File: config.mk
export PLATFORM = sky130hd
export DESIGN_NAME = sar_search_4bit
export DESIGN_NICKNAME = d
export VERILOG_FILES = /design/src/rtl/sar_search_pkg.sv /design/src/rtl/sar_search_4bit_flag_check.sv /design/src/rtl/sar_search_4bit.sv
export SDC_FILE = /design/constraint.sdc
export NUM_CORES = 1
export LEC_CHECK = 0
export ABC_AREA = 1
export CORE_MARGIN = 5
export CORE_UTILIZATION = 30
export CTS_BUF_LIST = sky130_fd_sc_hd__clkbuf_8
export CTS_CLUSTER_DIAMETER = 30
export DETAILED_ROUTE_END_ITERATION = 10
export PLACE_DENSITY_LB_ADDON = 0.2
export SETUP_SLACK_MARGIN = 0.4
export SLEW_MARGIN = 15
export SYNTH_ARGS = -nofsm -noshare
export SYNTH_HDL_FRONTEND = slang
export SYNTH_SLANG_ARGS = --single-unit
export TNS_END_PERCENT = 1
File: constraint.sdc
create_clock -name clk -period 2 [get_ports clk]
set_input_delay 0.3 -clock clk [delete_from_list [all_inputs] [get_ports clk]]
set_output_delay 0.3 -clock clk [all_outputs]
set_load 0.03 [all_outputs]
File: src/rtl/sar_search_pkg.sv
// Shared types for the successive-approximation search controller.
package sar_search_pkg;

  // Default operand width (and maximum number of compare steps).
  localparam int SAR_WIDTH = 4;

  typedef enum logic [1:0] {
    IDLE   = 2'd0,
    SEARCH = 2'd1,
    DONE   = 2'd2
  } sar_state_t;

endpackage

File: src/rtl/sar_search_4bit_flag_check.sv
// Comparator flag sanity check: exactly one of gt/eq/lt may be set.
module sar_flag_check (
  input  logic gt,
  input  logic eq,
  input  logic lt,
  output logic onehot
);

  // XOR of three is 1 for one or three flags set; exclude the all-set case.
  assign onehot = (gt ^ eq ^ lt) & ~(gt & eq & lt);

endmodule

File: src/rtl/sar_search_4bit.sv
// Successive-approximation search controller. Drives probe operands to an
// external magnitude comparator (target on A, probe on B), reads back the
// gt/eq/lt flags and resolves the target MSB first.
// Optional feature: define SAR_EARLY_EXIT_EN to end a search as soon as the
// comparator reports eq; otherwise every search runs WIDTH steps.
module sar_search_4bit
  import sar_search_pkg::*;
#(
  parameter int WIDTH = SAR_WIDTH
) (
  input  logic                       clk,
  input  logic                       rst_n,
  input  logic                       start,
  output logic                       ready,
  output logic [WIDTH-1:0]           probe,
  output logic                       probe_valid,
  input  logic                       cmp_gt,
  input  logic                       cmp_eq,
  input  logic                       cmp_lt,
  output logic                       done,
  output logic [WIDTH-1:0]           result,
  output logic                       err,
  output logic [$clog2(WIDTH+1)-1:0] steps
);

  localparam int SW = $clog2(WIDTH+1);
  localparam int IW = (WIDTH > 1) ? $clog2(WIDTH) : 1;

`ifdef SAR_EARLY_EXIT_EN
  localparam bit EARLY = 1'b1;
`else
  localparam bit EARLY = 1'b0;
`endif

  sar_state_t       state;
  logic [IW-1:0]    idx;
  logic             onehot;
  logic [WIDTH-1:0] trial_bit;
  logic [WIDTH-1:0] resolved;

  sar_flag_check u_flag_check (
    .gt     (cmp_gt),
    .eq     (cmp_eq),
    .lt     (cmp_lt),
    .onehot (onehot)
  );

  // Current trial bit and the probe with that bit decided by the flags.
  assign trial_bit = WIDTH'(1) << idx;
  assign resolved  = cmp_lt ? (probe & ~trial_bit) : probe;

  // Search FSM; every output is a register updated alongside the state.
  always_ff @(posedge clk or negedge rst_n) begin
    if (!rst_n) begin
      state       <= IDLE;
      idx         <= '0;
      probe       <= '0;
      probe_valid <= 1'b0;
      ready       <= 1'b1;
      done        <= 1'b0;
      result      <= '0;
      err         <= 1'b0;
      steps       <= '0;
    end else begin
      done <= 1'b0;
      case (state)
        IDLE: begin
          if (start) begin
            state       <= SEARCH;
            ready       <= 1'b0;
            probe_valid <= 1'b1;
            probe       <= WIDTH'(1) << (WIDTH-1);
            idx         <= IW'(WIDTH-1);
            result      <= '0;
            err         <= 1'b0;
            steps       <= '0;
          end
        end

        SEARCH: begin
          steps <= steps + SW'(1);
          if (!onehot || (EARLY && cmp_eq) || (idx == '0)) begin
            // Search ends this cycle; the probe is withdrawn for DONE.
            state       <= DONE;
            probe_valid <= 1'b0;
            probe       <= '0;
            done        <= 1'b1;
            if (!onehot) begin
              err    <= 1'b1;
              result <= '0;
            end else if (EARLY && cmp_eq) begin
              result <= probe;
            end else begin
              result <= resolved;
            end
          end else begin
            // Keep/clear the trial bit and set the next lower one to try.
            probe <= resolved | (trial_bit >> 1);
            idx   <= idx - IW'(1);
          end
        end

        DONE: begin
          state <= IDLE;
          ready <= 1'b1;
        end

        default: begin
          state       <= IDLE;
          ready       <= 1'b1;
          probe_valid <= 1'b0;
          probe       <= '0;
        end
      endcase
    end
  end

endmodule

Word-level counts from Yosys, hierarchy flattened
Cells that the tools add are included.

storage, ports and cells
  register bits = 19
  bits of input ports = 6

cells by class
  $add $sub $neg = 2
  equal/unequal tests = 6
  shift operators = 1
  mux-type cells = 26
  bitwise gates (word level) = 11
  reduce and logical (&&, ||, !) cells = 13

operators with widths
  kind                                                                   count
  4-bit 2-to-1 mux                                                       6
  4-bit one-hot mux with 3 select lines                                  1
  3-bit AND reduction                                                    3
  2-bit 2-to-1 mux                                                       4
  2-bit != test, second input constant                                   4
  2-bit one-hot mux with 2 select lines                                  2
  4-bit one-hot mux with 2 select lines                                  1
  2-bit AND reduction                                                    4
  1-bit 2-to-1 mux                                                       7
  3-bit one-hot mux with 2 select lines                                  1
  4-bit AND                                                              1
  2-bit zero test                                                        2
  4-bit inverter                                                         1
  4-bit by 3-bit OR with 4-bit output                                    1
  1-bit one-hot mux with 2 select lines                                  2
  4-bit AND reduction                                                    1
  1-bit by 2-bit << shifter with 4-bit output, first input constant      1
  3-bit by 1-bit adder with 3-bit output, second input constant          1
  1-bit AND                                                              3
  3-bit 2-to-1 mux                                                       1
  1-bit inverter                                                         3
  1-bit one-hot mux with 3 select lines                                  1
  2-bit by 1-bit equality test with 1-bit output, second input constant  1
  2-bit equality test, second input constant                             1
  5 further kinds                                                        6

Longest topological paths before layout
Gate-level depths: netlist (run 1).

  depth in word-level cells = 8
  mapped depth = 9
  mapped depth without buffers = 9

Cells and area by module
A second synthesis (run 1) with hierarchy kept.

unflattened totals
  cells, all modules = 107
  area total of the unflattened synthesis = 954.7 um2

modules (own cells, without submodules)
  module           times used  cells each  area each (um2)  sequential area each (um2)
  sar_search_4bit  1           100         918.4            476.7
  sar_flag_check   1           7           36.3             0.0

Least setup slack after synthesis (run 1)
OpenSTA, ideal clock, no wires.

  kind = reg2reg
  start = register idx[0]
  end = register result[1]
  setup time = 117 ps
  data arrival time = 1142 ps
  slack = 741 ps
  cell stages (with the launch flop) = 9
  buffers on the path = 0
  clock period less this slack = 1259 ps
  cells stage by stage = dfrtp_1 -> inv_1 -> ha_1 -> inv_1 -> nand3_2 -> nand2_2 -> nand2_4 -> nand2_1 -> nand2_1

on the way
  cells in the longest elaborated chain, start to end = 7
  elaborated cells between the ends (all ways) = 11
  those cells by class = eq/ne (1); shift (1); mux (4); bitwise (2); reduce/logical (3)

ends and longest elaborated chain
  what                                         RTL line               RTL
  start, declared                              sar_search_4bit.sv:36  logic [IW-1:0] idx;
  start signal, assigned                       sar_search_4bit.sv:73  idx <= IW'(WIDTH-1);
  start signal, assigned                       sar_search_4bit.sv:99  idx <= idx - IW'(1);
  1-bit by 2-bit << shifter with 4-bit output  sar_search_4bit.sv:49  assign trial_bit = WIDTH'(1) << idx;
  4-bit inverter                               sar_search_4bit.sv:50  assign resolved = cmp_lt ? (probe & ~trial_bit) : probe;
  4-bit AND                                    sar_search_4bit.sv:50
  4-bit 2-to-1 mux                             sar_search_4bit.sv:50
  4-bit 2-to-1 mux                             sar_search_4bit.sv:88  if (!onehot) begin
  4-bit 2-to-1 mux                             sar_search_4bit.sv:82  if (!onehot || (EARLY && cmp_eq) || (idx == '0)) begin
  4-bit one-hot mux with 2 select lines        sar_search_4bit.sv:66  case (state)
  end signal, assigned                         sar_search_4bit.sv:92  result <= probe;
  end signal, assigned                         sar_search_4bit.sv:94  result <= resolved;
  end, declared                                sar_search_4bit.sv:21  output logic [WIDTH-1:0] result,

Several ways; a longest one is shown, not always the timed one. The select of a mux whose other input is x is not followed.
A chain may end at the register's enable or synchronous reset.

Final worst setup path (run 1)
  start = register probe[3]
  end = output probe[3]

RTL lines
  what                    RTL line               RTL
  start, declared         sar_search_4bit.sv:15  output logic [WIDTH-1:0] probe,
  start signal, assigned  sar_search_4bit.sv:72  probe <= WIDTH'(1) << (WIDTH-1);
  start signal, assigned  sar_search_4bit.sv:98  probe <= resolved | (trial_bit >> 1);

No word-level cell between the ends.

==> implementation parameters, run 1 <==
Parameter                              Value

Critical path
  RR Startpoint    idx[0]$_DFFE_PN0P_
  Cells traversed along the worst timing path    clkdlybuf4s50_1
  Type of element capturing the critical path    output port
  Source of the critical timing path    probe[3]$_DFFE_PN0P_
  Biggest cell delay along the critical path    0.69 ns
  Setup Crit Path Kind    reg -> out
  Combined buffer and inverter count along the critical path    1
  Worst path required time    1.70 ns
  Critical Path Fanout Max    3
  Top Family by Delay on Critical Path    buffers and inverters
  Critical path startpoint category    flop
  CP arrival    1.33 ns
  Slowest cell on crit path    clkdlybuf4s50_1

STA
  Post-Route Skew    0.004305 ns
  Setup TNS    0 ns
  Setup repair after global routing missed its margin    yes
  Tmin final    1.630 ns
  Slew of the pin with the lowest slew margin    0.4163 ns
  FMAX    0.6136 GHz
  Crit share post-route    81.49%
  Finish-stage setup viols    0
  Hold slack    0.3819 ns
  Final number of max-transition violations    0
  Worst path setup slack after routing    0.3702 ns
  Slew headroom    72.25%
  Hold violation total from the final report    0

CTS
  H-tree levels    1
  Buffer cell driving the clock tree root    clkbuf_8
  Largest buffer count on any clock path    2
  Number of buffers inserted for hold repair after clock tree synthesis    0
  Clock-pin slew on the worst setup and hold paths    0.08 ns
  Clock insertion delay at the later pin of the skew report    0.25 ns
  Clock tree from TritonCTS    yes
  Num Clock Sinks    19
  TritonCTS Buffers    3

Global routing
  GRT Overall Usage    10.34%
  Number of antenna violations at the first check in global routing    0
  Number of global-route vias before repair    758
  Largest net degree at the start of global routing    20
  First-pass GRT wire length    3615 µm
  Remaining Overflow, GRT    0

Detailed routing
  Number of DRC violations after detailed routing    0
  Initial DRC count    24
  DRT Pass-1 Iters    4
  Wirelength per Cell    11.42 µm
  Final wirelength    2056 µm
  Via total after detailed routing    782
  Antenna-violating nets left    0
  Number of vias per cell    4.344

Pwr
  Internal portion of total power    1047 µW
  Part of the total power dissipated in combinational logic    51.7%
  LEAKAGE    0.0006339 µW
  Power Density    1494 nW/µm²
  Switching share of power    45.29%
  Final Total Pwr    1915 µW
  Net load switching power    867.2 µW
  Highest ir drop seen on vdd    642.3 µV
  Part of the total power dissipated in the clock network    13.9%
  Flop pwr share    34.3%

Synthesis
  Cell count after synthesis    112
  Yosys Warn Count    0
  Yosys reg bits    19
  Netlist area before placement    982.2 µm²
  Top FF cell, synth    dfrtp_1
  Fraction of registers with async set or reset after synthesis    100.0%
  Top post-synthesis cells by count    36 x nand2_1, 18 x dfrtp_1, 9 x inv_1, 9 x nand3_1
  Cell taking the most area after synthesis    dfrtp_1
  Seq/Total Area, Yosys    48.54%
  Yosys top cell area share    45.86%
  Count of flip-flops with a built-in enable after synthesis    0
  Unique masters post-synth    22
  Avg Synthesized Cell Area    8.770 µm²
  Most instantiated library cell after synthesis    nand2_1
  Net count after synthesis    124
  Most area-consuming cells after synthesis    dfrtp_1 46%, nand2_1 14%, ha_1 7.6%

Placement
  Post-detailed-placement half-perimeter wirelength    1612 µm
  Final estimated routing congestion in global placement    0.7832
  Setup slack after placement    0.1989 ns
  PortBufs    20

Cells and area
  Number of nets at the end of the flow    149
  Share of post-route cells with drive strength above 1    11.03%
  Combined flip-flop and latch cell area    476.7 µm²
  Final design utilization    41.29%
  Fillers    334
  Number of diodes added for antenna fixing    0
  Area of combinational cells with multiple inputs    449.2 µm²
  Relative area change from synthesis to final layout    30.45%

Die
  IO Pins    21
  Horizontal extent of the die    67.22 µm
  Initial cell density of the core    31.65%
  Core area    3103 µm²
  Die height    67.22 µm
  Die ar.    4519 µm²
  Number of cell rows    20

Status
  Result of the run    finished, final reports clean

Hold path
  Class of the tightest hold or removal check    in -> async

Job
  Max-cap check violation count    0
-- cells by family after synthesis --
| group | Yosys count | synth area share (%) |
|---|---|---|
| compound gates | 16 | 9.680 |
| fa+ha+maj | 6 | 7.643 |
| buf+inv | 12 | 5.732 |
| flops | 19 | 48.54 |
| simple gates | 59 | 28.41 |
-- repair_timing --
item	4_1_cts	5_1_grt
buffers inserted	0	0
endpoints found under the setup margin	8	17
resized for setup	1	1
-- power by group through the flow --
stage | Clock, µW | Sequential, µW | Combinational [µW]
final | 266 | 658 | 991
after global routing | 300 | 680 | 1110
after CTS | 282 | 656 | 1010
after detailed placement | 0 | 661 | 1020
after global placement | 0 | 658 | 1000
after floorplan | 0 | 840 | 506
-- cells in the final DEF, fill, tap and decap left out, drive strengths merged --
master	count
dfrtp	18
o21a	1
o21bai	2
nand2	40
nand3	10
a21boi	2
nand4	1
o21ai	3
a21oi	7
ha	6
nor2	8
clkinv	1
clkbuf	3
dfstp	1
o211ai	1
dlygate4sd2	1
dlymetal6s2s	1
clkdlybuf4s50	18
buf	2
inv	10
-- worst paths after layout --
path,to,slack [ns],depth (start not counted)
setup / recovery,probe[3],0.37,1
hold / removal,result[0]$_DFFE_PN0P_,0.38,2
setup reg to reg,result[2]$_DFFE_PN0P_,0.56,8
hold reg to reg,err$_DFFE_PN0P_,0.48,2
max in group asynchronous,ready$_DFFE_PN1P_,1.35,2
min in group clk,err$_DFFE_PN0P_,0.48,2
-- metrics by stage --
| step | instances | instance area, µm² |
|---|---|---|
| floorplan | 112 | 982.2 |
| global placement | 176 | 1234 |
| detailed placement | 176 | 1234 |
| CTS | 180 | 1279 |
| global route | 180 | 1281 |
| finish | 180 | 1281 |
-- registers in the layout, indices dropped and copies added (netlist names) --
| name | count |
|---|---|
| idx | 2 |
| done | 1 |
| err | 1 |
| result | 4 |
| ready | 1 |
| state | 2 |
| probe_valid | 1 |
| probe | 4 |
| steps | 3 |
-- layout make-up --
class | instances | area share [%]
multi-input cells | 81 | 35.06
clock inverters | 1 | 0.3906
clock buffers | 3 | 3.223
repair buffers | 22 | 16.89
flip-flops and latches | 19 | 37.21
inverters | 10 | 2.930
well taps | 44 | 4.297
-- routing by layer --
metal	up-vias	wire length (µm)	global-route usage, %
met1	364	1006	14.39
met5	-	0	0
met4	0	6	2.278
li1	405	-	-
met3	2	67	2.163
met2	11	975	16.44
Note: power is estimated with default switching activity, not from simulation.
==> run 2: changes to the inputs <==
Clock period 2 ns to 1.3 ns, I/O delays scaled along.
==> implementation parameters, run 2 (synthesis gave the netlist of run 1 again) <==
Parameter                              Value

Status
  Result of the run    finished, final reports clean

Pwr
  Highest ir drop seen on vdd    1221 µV (+90%)
  Final Total Pwr    3474 µW (+81%)
  Internal portion of total power    1961 µW (+87%)
  Net load switching power    1513 µW (+75%)
  Part of the total power dissipated in combinational logic    58.4% (+6.7 points)
  Power Density    2339 nW/µm² (+57%)
  LEAKAGE    0.0007397 µW (+17%)
  Part of the total power dissipated in the clock network    11.9% (-2.0 points)
  Flop pwr share    29.6% (-4.7 points)
  Switching share of power    43.56% (-1.7 points)

Detailed routing
  Met2 wirelength from detailed routing    1131 µm (+16%)
  Final wirelength    2213 µm (+7.6%)
  Wirelength per Cell    11.35 µm (-0.64%)
  Antenna-violating nets left    0 (unchanged)
  Number of vias per cell    4.513 (+3.9%)
  DRT Pass-1 Iters    4 (unchanged)
  Number of DRC violations after detailed routing    0 (unchanged)
  Highest metal layer with signal wires    met4
  Routed met1 length    946 µm (-6.0%)
  Initial DRC count    15 (-38%)
  Via total after detailed routing    880 (+13%)
  Routed wl met3    90 µm (+34%)

STA
  Post-Route Skew    0.001841 ns (-0.002464 ns)
  Slew headroom    79.84% (+7.6 points)
  Slew of the pin with the lowest slew margin    0.3036 ns (-0.1127 ns)
  Final number of max-transition violations    0 (unchanged)
  Hold slack    0.2642 ns (-0.1177 ns)
  Crit share post-route    94.57%
  Worst path setup slack after routing    0.07062 ns (-0.2996 ns)
  Setup repair after global routing missed its margin    yes
  Hold violation total from the final report    0 (unchanged)
  Setup TNS    0 ns (unchanged)
  Tmin final    1.229 ns
  FMAX    0.8134 GHz
  Finish-stage setup viols    0 (unchanged)

Job
  Max-cap check violation count    0 (unchanged)

Critical path
  Worst path required time    1.45 ns (-0.25 ns)
  Source of the critical timing path    idx[1]$_DFFE_PN0P_
  Reg-to-Reg End    result[3]$_DFFE_PN0P_
  R2R setup slack    0.07 ns (-0.49 ns)
  Capture point of the critical path    result[3]$_DFFE_PN0P_
  RR Startpoint    idx[1]$_DFFE_PN0P_
  Type of element capturing the critical path    flop
  Critical path startpoint category    flop
  Setup Crit Path Kind    reg -> reg
  Critical Path Fanout Max    7 (+4)
  CP arrival    1.38 ns (+0.05 ns)
  Depth of the most critical reg-to-reg path    8 (unchanged)

Die
  Number of cell rows    20 (unchanged)
  IO Pins    21 (unchanged)
  Die height    67.22 µm (unchanged)
  Horizontal extent of the die    67.22 µm (unchanged)
  Initial cell density of the core    31.65% (unchanged)
  Die ar.    4519 µm² (unchanged)
  Core area    3103 µm² (unchanged)

Global routing
  GRT Overall Usage    11.50% (+1.2 points)
  Number of global-route vias before repair    897 (+18%)
  Remaining Overflow, GRT    0 (unchanged)
  Largest net degree at the start of global routing    20 (unchanged)
  First-pass GRT wire length    3877 µm (+7.2%)
  Number of antenna violations at the first check in global routing    0 (unchanged)

Hold path
  Class of the tightest hold or removal check    in -> async

CTS
  Clock insertion delay at the later pin of the skew report    0.26 ns (about the same)
  Clock tree from TritonCTS    yes
  Largest buffer count on any clock path    2 (unchanged)
  TritonCTS Buffers    3 (unchanged)
  Buffer cell driving the clock tree root    clkbuf_8
  Clock-pin slew on the worst setup and hold paths    0.07 ns (about the same)
  Number of buffers inserted for hold repair after clock tree synthesis    0 (unchanged)
  Num Clock Sinks    19 (unchanged)
  H-tree levels    1 (unchanged)

Placement
  Setup slack after placement    -0.3494 ns (-0.5483 ns)
  Final estimated routing congestion in global placement    0.8351 (+6.6%)
  PortBufs    20 (unchanged)
  Post-detailed-placement half-perimeter wirelength    1651 µm (+2.4%)

Cells and area
  Relative area change from synthesis to final layout    51.21%
  Most common library cell in the layout ignoring fill and taps    nand2_1
  Combined flip-flop and latch cell area    476.7 µm² (unchanged)
  Number of nets at the end of the flow    164 (+10%)
  Area of combinational cells with multiple inputs    524.3 µm² (+17%)
  Share of post-route cells with drive strength above 1    39.74% (+29 points)
  Number of diodes added for antenna fixing    0 (unchanged)
  Leading registers by flop count    probe x4, result x4, steps x3
  Top library cells by usage in the layout, fill and taps aside    31 x nand2_1, 18 x dfrtp_1, 17 x buf_4, 13 x buf_6, 9 x nand3_1
  Fillers    327 (-2.1%)
==> run 2: cell count changes in the layout (fill, tap and decap cells not counted), sizes merged <==
| cell | change |
|---|---|
| buf | +28 |
| clkdlybuf4s15 | +2 |
| dlygate4sd2 | +1 |
| clkdlybuf4s50 | -15 |
| dlymetal6s2s | -1 |
==> run 2: power by group through the flow <==
stage	Sequential [µW]	Clock, µW	Combinational, µW
2_1_floorplan	1290	0	812
3_3_place_gp	995	0	1750
3_5_place_dp	1000	0	1760
4_1_cts	1000	433	1880
5_1_grt	1070	459	2220
6_report	1030	415	2030
==> run 2: timing repair <==
action,4_1_cts,5_1_grt
endpoints found under the setup margin,34,34
resized for setup,45,72
buffers inserted,5,1
pin swaps,5,8
==> run 2: layout make-up <==
class,count,share of cell area (%)
multi-input cells,81,35.30
flip-flops and latches,19,32.10
repair buffers,37,23.08
well taps,44,3.707
clock buffers,3,2.780
inverters,10,2.696
clock inverters,1,0.3370
==> run 2: how the worst min path moves through the flow <==
stage                     from              endpoint  slack [ns]
4_1_cts                  rst_n    idx[0]$_DFFE_PN0P_        0.28
2_1_floorplan            rst_n        done$_DFF_PN0_       -0.10
5_1_grt                  rst_n  probe[3]$_DFFE_PN0P_        0.30
6_report                 rst_n  probe[2]$_DFFE_PN0P_        0.26
3_3_place_gp   err$_DFFE_PN0P_       err$_DFFE_PN0P_        0.49
3_5_place_dp   err$_DFFE_PN0P_       err$_DFFE_PN0P_        0.50
==> run 2: metal layers <==
layer	vias up	GRT usage, %
li1	439	-
met1	421	13.20
met2	15	20.00
met3	5	2.829
met4	0	5.316
met5	-	0
==> run 2: through the flow <==
step / util, % / cell area (µm²) / cells
6_report: 47.86 / 1485 / 195
5_1_grt: 47.86 / 1485 / 195
4_1_cts: 46.37 / 1439 / 194
3_5_place_dp: 42.34 / 1314 / 185
3_3_place_gp: 42.34 / 1314 / 185
2_1_floorplan: - / 997.2 / 112
==> run 2: worst max-delay path, cell delays in order (launching register included) <==
cell and delay [ns]:
dfrtp_1 0.43, inv_2 0.08, ha_4 0.17, inv_4 0.07, nand3_4 0.08, nand2_4 0.12, nand2_4 0.07, nand2_2 0.06
nand2_2 0.04
